**src/rtl/dual_segment_counter.sv**
```systemverilog
// Purpose : two-digit BCD up/down counter driving a pair of active-low 7-segment digits.
// Latency : count, o_Tick and o_Wrap update on the tick edge; segments follow combinationally.
// Backpressure: none; i_Enable=0 freezes the prescaler and count in place.
//
// Ports:
//   i_Clk        system clock
//   i_Rst        synchronous reset, active-high
//   i_Enable     1 = counting, 0 = paused (prescaler and count hold)
//   i_Up         direction, sampled only on the tick edge (1 = up, 0 = down)
//   o_Segment1   tens digit, active-low, [6:0] = G,F,E,D,C,B,A
//   o_Segment2   units digit, same encoding
//   o_Wrap       one-cycle pulse on the edge where the count wraps
//   o_Tick       one-cycle pulse on every count step
module dual_segment_counter #(
    parameter int TICK_CYCLES        = 12_500_000,
    parameter int MAX_COUNT          = 99,
    parameter int BLANK_LEADING_ZERO = 1
) (
    input  logic       i_Clk,
    input  logic       i_Rst,
    input  logic       i_Enable,
    input  logic       i_Up,
    output logic [6:0] o_Segment1,
    output logic [6:0] o_Segment2,
    output logic       o_Wrap,
    output logic       o_Tick
);

    localparam int              PW        = $clog2(TICK_CYCLES);
    localparam logic [PW-1:0]   PRE_LAST  = PW'(TICK_CYCLES - 1);
    localparam logic [3:0]      MAX_TENS  = 4'(MAX_COUNT / 10);
    localparam logic [3:0]      MAX_UNITS = 4'(MAX_COUNT % 10);
    localparam logic [6:0]      SEG_DARK  = 7'b1111111;

    logic [PW-1:0] prescaler;
    logic [3:0]    tens;
    logic [3:0]    units;
    logic [3:0]    tens_nxt;
    logic [3:0]    units_nxt;
    logic          wrap_nxt;

    // Active-low G..A pattern for one BCD digit.
    function automatic logic [6:0] seg7(input logic [3:0] d);
        logic [6:0] s;
        case (d)
            4'd0:    s = 7'b1000000;
            4'd1:    s = 7'b1111001;
            4'd2:    s = 7'b0100100;
            4'd3:    s = 7'b0110000;
            4'd4:    s = 7'b0011001;
            4'd5:    s = 7'b0010010;
            4'd6:    s = 7'b0000010;
            4'd7:    s = 7'b1111000;
            4'd8:    s = 7'b0000000;
            4'd9:    s = 7'b0010000;
            default: s = SEG_DARK;
        endcase
        return s;
    endfunction

    // Value the count would take if a tick happened now, in the current direction.
    always_comb begin
        tens_nxt  = tens;
        units_nxt = units;
        wrap_nxt  = 1'b0;
        if (i_Up) begin
            if (tens == MAX_TENS && units == MAX_UNITS) begin
                tens_nxt  = 4'd0;
                units_nxt = 4'd0;
                wrap_nxt  = 1'b1;
            end else if (units == 4'd9) begin
                units_nxt = 4'd0;
                tens_nxt  = tens + 4'd1;
            end else begin
                units_nxt = units + 4'd1;
            end
        end else begin
            if (tens == 4'd0 && units == 4'd0) begin
                tens_nxt  = MAX_TENS;
                units_nxt = MAX_UNITS;
                wrap_nxt  = 1'b1;
            end else if (units == 4'd0) begin
                units_nxt = 4'd9;
                tens_nxt  = tens - 4'd1;
            end else begin
                units_nxt = units - 4'd1;
            end
        end
    end

    always_ff @(posedge i_Clk) begin
        if (i_Rst) begin
            prescaler <= '0;
            tens      <= 4'd0;
            units     <= 4'd0;
            o_Tick    <= 1'b0;
            o_Wrap    <= 1'b0;
        end else begin
            o_Tick <= 1'b0;
            o_Wrap <= 1'b0;
            // Pausing freezes the prescaler phase; resuming continues from where it stopped.
            if (i_Enable) begin
                if (prescaler == PRE_LAST) begin
                    prescaler <= '0;
                    tens      <= tens_nxt;
                    units     <= units_nxt;
                    o_Tick    <= 1'b1;
                    o_Wrap    <= wrap_nxt;
                end else begin
                    prescaler <= prescaler + PW'(1);
                end
            end
        end
    end

    assign o_Segment1 = (BLANK_LEADING_ZERO != 0 && tens == 4'd0) ? SEG_DARK : seg7(tens);
    assign o_Segment2 = seg7(units);

endmodule
```
**config.mk**
```make
export PLATFORM = sky130hd
export DESIGN_NAME = dual_segment_counter
export DESIGN_NICKNAME = d
export VERILOG_FILES = /design/src/rtl/dual_segment_counter.sv
export SDC_FILE = /design/constraint.sdc
export NUM_CORES = 1
export LEC_CHECK = 0
export CAP_MARGIN = 20
export CORE_ASPECT_RATIO = 1.1
export CORE_MARGIN = 2
export CORE_UTILIZATION = 30
export DETAILED_ROUTE_END_ITERATION = 8
export GPL_TIMING_DRIVEN = 0
export PLACE_DENSITY = 0.47
export SYNTH_ARGS = -nofsm -noshare
export SYNTH_HDL_FRONTEND = slang
export SYNTH_SLANG_ARGS = --single-unit
```
**constraint.sdc**
```tcl
create_clock -name i_Clk -period 4.1 [get_ports i_Clk]
set_input_delay 0.615 -clock i_Clk [delete_from_list [all_inputs] [get_ports i_Clk]]
set_output_delay 0.615 -clock i_Clk [all_outputs]
set_load 0.01 [all_outputs]
```
==> impl_metrics.csv, run 1 <==
group,metric,value,unit
pwr,powerDensity,238,nW/um2
clocking,insertion_delay,0.29,ns
die,die_h,106,um
job,cap_violations,0,
die,fp.dieArea,10200,um2
placed_design,gp_congestion,0.880,
critical_path,criticalPathCategory,"primary input to flop",
critical_path,r2r_setup_slack,0.72,ns
critical_path,worstPathArrival,3.70,ns
pwr,switching_power,0.173,mW
critical_path,worstPathMaxFanout,10,
timing,min_period_over_period,84.9,%
yosys,yosysSeqAreaShare,34.2,%
timing,drv_slew,0,
drt,detail_route.vias_per_cell,4.83,
critical_path,setup.worst_path.end_class,"flop",
clocking,clock_path_buffers,2,
die,initial_core_util,30.4,%
pwr,internal-power,0.595,mW
pwr,clkPwrFrac,35.0,%
yosys,synth_top_cell_by_area,"dfxtp_1",
clocking,htreeDepth,2,
timing,grt_setup_unrepaired,"no",
critical_path,crit_path_start_kind,"primary input",
yosys,yosys_warnings,0,
clocking,postCtsSetupBuffers,0,
yosys,synth_top_area_share,34.2,%
pwr,swShare,22.5,%
clocking,postCtsHoldBufs,0,
pwr,seq_power_share,61.1,%
timing,setup_slack,0.617,ns
timing,setup_violations,0,
timing,fin_tns_setup,0,ns
drt,drt_iter0_markers,72,
layout,fin_nets,367,
layout,drive_above_1_share,13.9,%
clocking,clk_pin_slew,0.09,ns
drt,wire_per_inst,12.8,um
pwr,leakagePower,1.27,nW
die,rows,37,
yosys,synth_cells,320,
global_route,gr-total-overflow,0,
layout,syn2layout_area_growth,14.9,%
yosys,netlist_area,2810,um2
yosys,synth-edff-count,0,
die,core_area,9260,um2
pwr,max-vdd-ir-drop,0.127,mV
clocking,numCtsBuffers,5,
global_route,grt_max_degree,15,
yosys,synth_nets,341,
layout,final_util,34.9,%
placed_design,place.port_buffers,19,
clocking,cts_tree,"done",
global_route,grt_pass1_wl,10100,um
placed_design,dp_hpwl,4480,um
yosys,ys_seq_elements,48,
placed_design,pre_cts_slack,0.303,ns
drt,antenna_left,0,
drt,via_count,2237,
yosys,ys.flop_type,"dfxtp_1",
drt,dr.pass1.iters,4,
yosys,synthArstFlopShare,0,%
yosys,synth_area_per_cell,8.79,um2
outcome,status,"finished clean",
yosys,synth_area_leaders,"dfxtp_1 34%, ha_1 7.6%, nor2_1 4.9%",
drt,drc,0,
global_route,grt_pass1_vias,2207,
placed_design,post_dp_cell_area,3150,um2
timing,fmax,287,MHz
timing,min_period,3.48,ns
yosys,synth_most_common_cell,"dfxtp_1",
timing,worstMarginPinSlew,0.770,ns
timing,max_slew_margin,48.1,%
min_path,hold_path.class,"flop to flop",
die,fp.dieW,96.3,um
clocking,cts.sinks,48,
timing,hold_viol,0,
layout,final_area,3230,um2
yosys,yosys.cell_types.count,63,
drt,drt-total-wl,5940,um
timing,holdWs,0.516,ns
global_route,grt_usage,12.4,%
critical_path,crit_required,4.32,ns
clocking,cts_resized,0,
clocking,cts_root_buf,"clkbuf_8",
timing,skew,0.00454,ns
global_route,grt_antenna_before_repair,0,
yosys,synth_common_cells,"48 x dfxtp_1, 37 x nor2_1, 25 x nand2_1, 19 x inv_1, 17 x ha_1",
pwr,pwr-share-comb,3.9,%
layout,diodes,0,
die,boundaryPins,20,
stage by stage:
| step | std cells | power (mW) |
|---|---|---|
| 6_report | 463 | 0.768 |
| 5_1_grt | 463 | 0.807 |
| 4_1_cts | 463 | 0.781 |
| 3_5_place_dp | 456 | 0.511 |
| 3_3_place_gp | 456 | 0.510 |
| 2_1_floorplan | 320 | 0.500 |
routing by layer:
metal | global-route usage (%) | share of wire [%] | vias to the layer above
li1 | - | - | 1160
met1 | 15.4 | 45 | 1032
met2 | 20.8 | 49 | 34
met3 | 2.64 | 3.6 | 11
met4 | 4.53 | 2.4 | 0
met5 | 0 | 0 | -
power by group through the flow:
stage | Combinational (mW) | Sequential (mW) | Clock, mW
4_1_cts | 0.0303 | 0.470 | 0.281
6_report | 0.0297 | 0.470 | 0.269
2_1_floorplan | 0.0196 | 0.480 | 0
3_3_place_gp | 0.0298 | 0.481 | 0
3_5_place_dp | 0.0300 | 0.481 | 0
5_1_grt | 0.0329 | 0.470 | 0.304
critical path, cell delays in order:
cell and delay (ns):
clkdlybuf4s50_1 0.62, and4_1 0.25, buf_6 0.13, nand4_2 0.18, nor3_1 0.39, buf_4 0.24
mux2i_1 0.38, inv_1 0.14, ha_1 0.26, a211oi_1 0.23, o21ai_0 0.10, o22ai_1 0.16
placed cells by master (no fill, tap or decap), types with 9 or more instances in the layout:
cell type / netlist / layout
a21oi_1: 14 / 14
clkdlybuf4s50_1: 0 / 19
nor2_1: 37 / 37
inv_1: 19 / 19
dfxtp_1: 48 / 48
o21ai_0: 9 / 9
xnor2_1: 12 / 12
nand2_1: 25 / 25
ha_1: 17 / 17
xor2_1: 12 / 12
final cells by class:
class	count	area (um2)
Buffer	11	76.3
Tap cell	117	146
Inverter	20	77.6
Sequential cell	48	961
Clock inverter	2	12.5
Timing Repair Buffer	19	190
Fill cell	976	6030
Multi-Input combinational cell	241	1700
Clock buffer	5	68.8
final timing paths:
check                                                start                          to  cells after the start
worst max-delay path                              i_Enable                        flop                     12
worst min-delay path            prescaler[23]$_SDFFE_PP0P_  prescaler[23]$_SDFFE_PP0P_                      2
worst max register to register       units[0]$_SDFFE_PP0N_                        flop                     12
worst min register to register  prescaler[23]$_SDFFE_PP0P_  prescaler[23]$_SDFFE_PP0P_                      2
cell families (layout without fill, tap and decap cells):
family,after synthesis,count (layout),share of synthesized area (%)
AO/OA/AOI/OAI,50,50,12.2
flip-flops,48,48,34.2
AND/OR/NAND/NOR,134,134,26.7
XOR/XNOR,24,24,7.48
adder cells (fa/ha/maj),17,17,7.57
multiplexers,16,16,6.32
buffers and inverters,31,57,5.47
(Power assumes the default switching activity.)
==> run 2: changes to the inputs <==
--- a/config.mk
+++ b/config.mk
@@ -11,7 +11,7 @@
 export CORE_UTILIZATION = 30
 export DETAILED_ROUTE_END_ITERATION = 8
 export GPL_TIMING_DRIVEN = 0
-export PLACE_DENSITY = 0.47
+export PLACE_DENSITY = 0.49
 export SYNTH_ARGS = -nofsm -noshare
 export SYNTH_HDL_FRONTEND = slang
 export SYNTH_SLANG_ARGS = --single-unit
==> constraint.sdc (replaced) <==
create_clock -name i_Clk -period 3 [get_ports i_Clk]
set_input_delay 0.45 -clock i_Clk [delete_from_list [all_inputs] [get_ports i_Clk]]
set_output_delay 0.45 -clock i_Clk [all_outputs]
set_load 0.01 [all_outputs]
==> impl_metrics.csv, run 2 (same netlist as run 1, synthesis figures left out) <==
group,metric,value,unit
clocking,cts_root_buf,"clkbuf_8",
critical_path,cp_slowest_cell,"dfxtp_1",
timing,hold_viol,0,
die,boundaryPins,20,
critical_path,criticalPathCategory,"flop to flop",
global_route,grt_pass1_vias,2180,
clocking,clock_path_buffers,2,
layout,syn2layout_area_growth,18.6,%
global_route,grt_antenna_before_repair,0,
die,fp.dieW,96.3,um
placed_design,dp_hpwl,4320,um
min_path,min-delay-start,"prescaler[4]$_SDFFE_PP0P_",
layout,fill_cells,971,
critical_path,setup.worst_path.end_class,"flop",
clocking,numCtsBuffers,5,
min_path,holdPathStages,2,
critical_path,cp_top_family,"compound AO/OA/AOI/OAI gates",
critical_path,worstReg2RegEnd,"o_Segment2[0]$_DFF_P_",
layout,final_util,36.0,%
global_route,grt_usage,12.0,%
placed_design,pre_cts_slack,-0.546,ns
timing,skew,0.00499,ns
timing,fin_tns_setup,0,ns
pwr,max-vdd-ir-drop,0.161,mV
clocking,postCtsHoldBufs,0,
critical_path,worst-path-buf-inv,2,
die,initial_core_util,30.4,%
clocking,clk_pin_slew,0.09,ns
timing,fmax,350,MHz
drt,drt_iter0_markers,54,
clocking,htreeDepth,2,
pwr,powerDensity,319,nW/um2
pwr,power,1.06,mW
drt,wire_per_inst,12.6,um
drt,detail_route.vias_per_cell,4.93,
die,die_h,106,um
timing,max_slew_margin,62.6,%
drt,drc,0,
global_route,grt_max_degree,16,
timing,setup_violations,0,
layout,fin_nets,372,
drt,dr.pass1.iters,4,
critical_path,worstPathMaxFanout,6,
critical_path,reg2reg_depth,10,
min_path,hold_path.class,"flop to flop",
clocking,insertion_delay,0.30,ns
die,rows,37,
critical_path,path_cells,"inv_1, ha_2, nor3b_1, or3_1, a211oi_1, o21a_2, inv_1, ha_1, mux2_4, mux2_4",
critical_path,reg2reg_from,"units[0]$_SDFFE_PP0N_",
job,cap_violations,0,
clocking,cts.sinks,48,
critical_path,crit_path_start_kind,"flop",
die,fp.dieArea,10200,um2
drt,via_count,2311,
timing,setup_slack,0.142,ns
timing,drv_slew,0,
die,core_area,9260,um2
critical_path,r2r_setup_slack,0.14,ns
pwr,leakagePower,1.33,nW
layout,diodes,0,
placed_design,place.port_buffers,19,
clocking,cts_tree,"done",
drt,antenna_left,0,
drt,drt-total-wl,5910,um
timing,worstMarginPinSlew,0.560,ns
min_path,hold-path-endpoint,"prescaler[4]$_SDFFE_PP0P_",
layout,drive_above_1_share,17.9,%
critical_path,crit_required,3.19,ns
global_route,gr-total-overflow,0,
global_route,grt_pass1_wl,9860,um
placed_design,gp_congestion,0.843,
timing,min_period,2.86,ns
outcome,status,"finished clean",
layout,layout_common_cells,"46 x dfxtp_1, 37 x nor2_1, 25 x nand2_1, 19 x inv_1, 18 x clkdlybuf4s50_1",
layout,final_common_cell,"dfxtp_1",
critical_path,worstPathArrival,3.05,ns
critical_path,cpPeakStageDelay,0.44,ns
timing,min_period_over_period,95.3,%
timing,holdWs,0.527,ns
-- run 2: worst register-to-register path: stages, from the launching register on --
cell and delay, ns:
dfxtp_1 0.44, inv_1 0.13, ha_2 0.23, nor3b_1 0.19
or3_1 0.37, a211oi_1 0.33, o21a_2 0.24, inv_1 0.09
ha_1 0.22, mux2_4 0.26, mux2_4 0.25
-- run 2: timing repair --
action / in CTS / in global routing
setup buffers: 0 / 5
setup endpoints to repair: 7 / 6
pin swaps: 1 / 1
resized for setup: 6 / 9
-- run 2: metrics by stage --
| stage | instances | area (um2) |
|---|---|---|
| 5_1_grt | 469 | 3330 |
| 4_1_cts | 464 | 3260 |
| 3_3_place_gp | 456 | 3150 |
| 3_5_place_dp | 456 | 3150 |
| 2_1_floorplan | 320 | 2810 |
| 6_report | 469 | 3330 |
-- run 2: how the worst max path moves through the flow --
stage / startpoint / end / slack (ns) / cells after the start
after global routing: units[0]$_SDFFE_PP0N_ / flop / -0.03 / 12
after global placement: i_Enable / flop / -0.56 / 12
after floorplan: units[0]$_SDFFE_PP0N_ / flop / 0.30 / 12
final: units[0]$_SDFFE_PP0N_ / o_Segment2[0]$_DFF_P_ / 0.14 / 10
after CTS: i_Enable / flop / 0.01 / 12
after detailed placement: i_Enable / flop / -0.55 / 12
-- run 2: area by class of cell --
| class | instances | area [um2] | area share, % |
|---|---|---|---|
| sequential | 48 | 963 | 28.9 |
| inverter | 20 | 77.6 | 2.33 |
| tap | 117 | 146 | 4.39 |
| clock inverter | 3 | 18.8 | 0.563 |
| clock buffer | 5 | 68.8 | 2.06 |
| buffer | 11 | 80.1 | 2.40 |
| timing repair buffer | 24 | 230 | 6.91 |
| multi-input combinational | 241 | 1750 | 52.4 |
-- run 2: per-layer routing --
metal  up-vias  track usage, %  part of all wire (%)
li1       1177               -                     -
met1      1098            15.2                    47
met2        30            20.3                    49
met3         6            2.43                   2.6
met4         0            3.32                   1.5
met5         -               0                     0
-- run 2: report_power, final --
group / leakage, nW / switching (mW) / internal, mW
logic: 0.893 / 0.0255 / 0.0167
registers: 0.388 / 0.00222 / 0.639
clock network: 0.0479 / 0.218 / 0.163
==> run 3: changes to the inputs <==
--- a/config.mk
+++ b/config.mk
@@ -12,6 +12,7 @@
 export DETAILED_ROUTE_END_ITERATION = 8
 export GPL_TIMING_DRIVEN = 0
 export PLACE_DENSITY = 0.49
+export SLEW_MARGIN = 0
 export SYNTH_ARGS = -nofsm -noshare
 export SYNTH_HDL_FRONTEND = slang
 export SYNTH_SLANG_ARGS = --single-unit
==> results of run 3 <==
The final DEF is identical to that of run 2; final timing and power are the same.
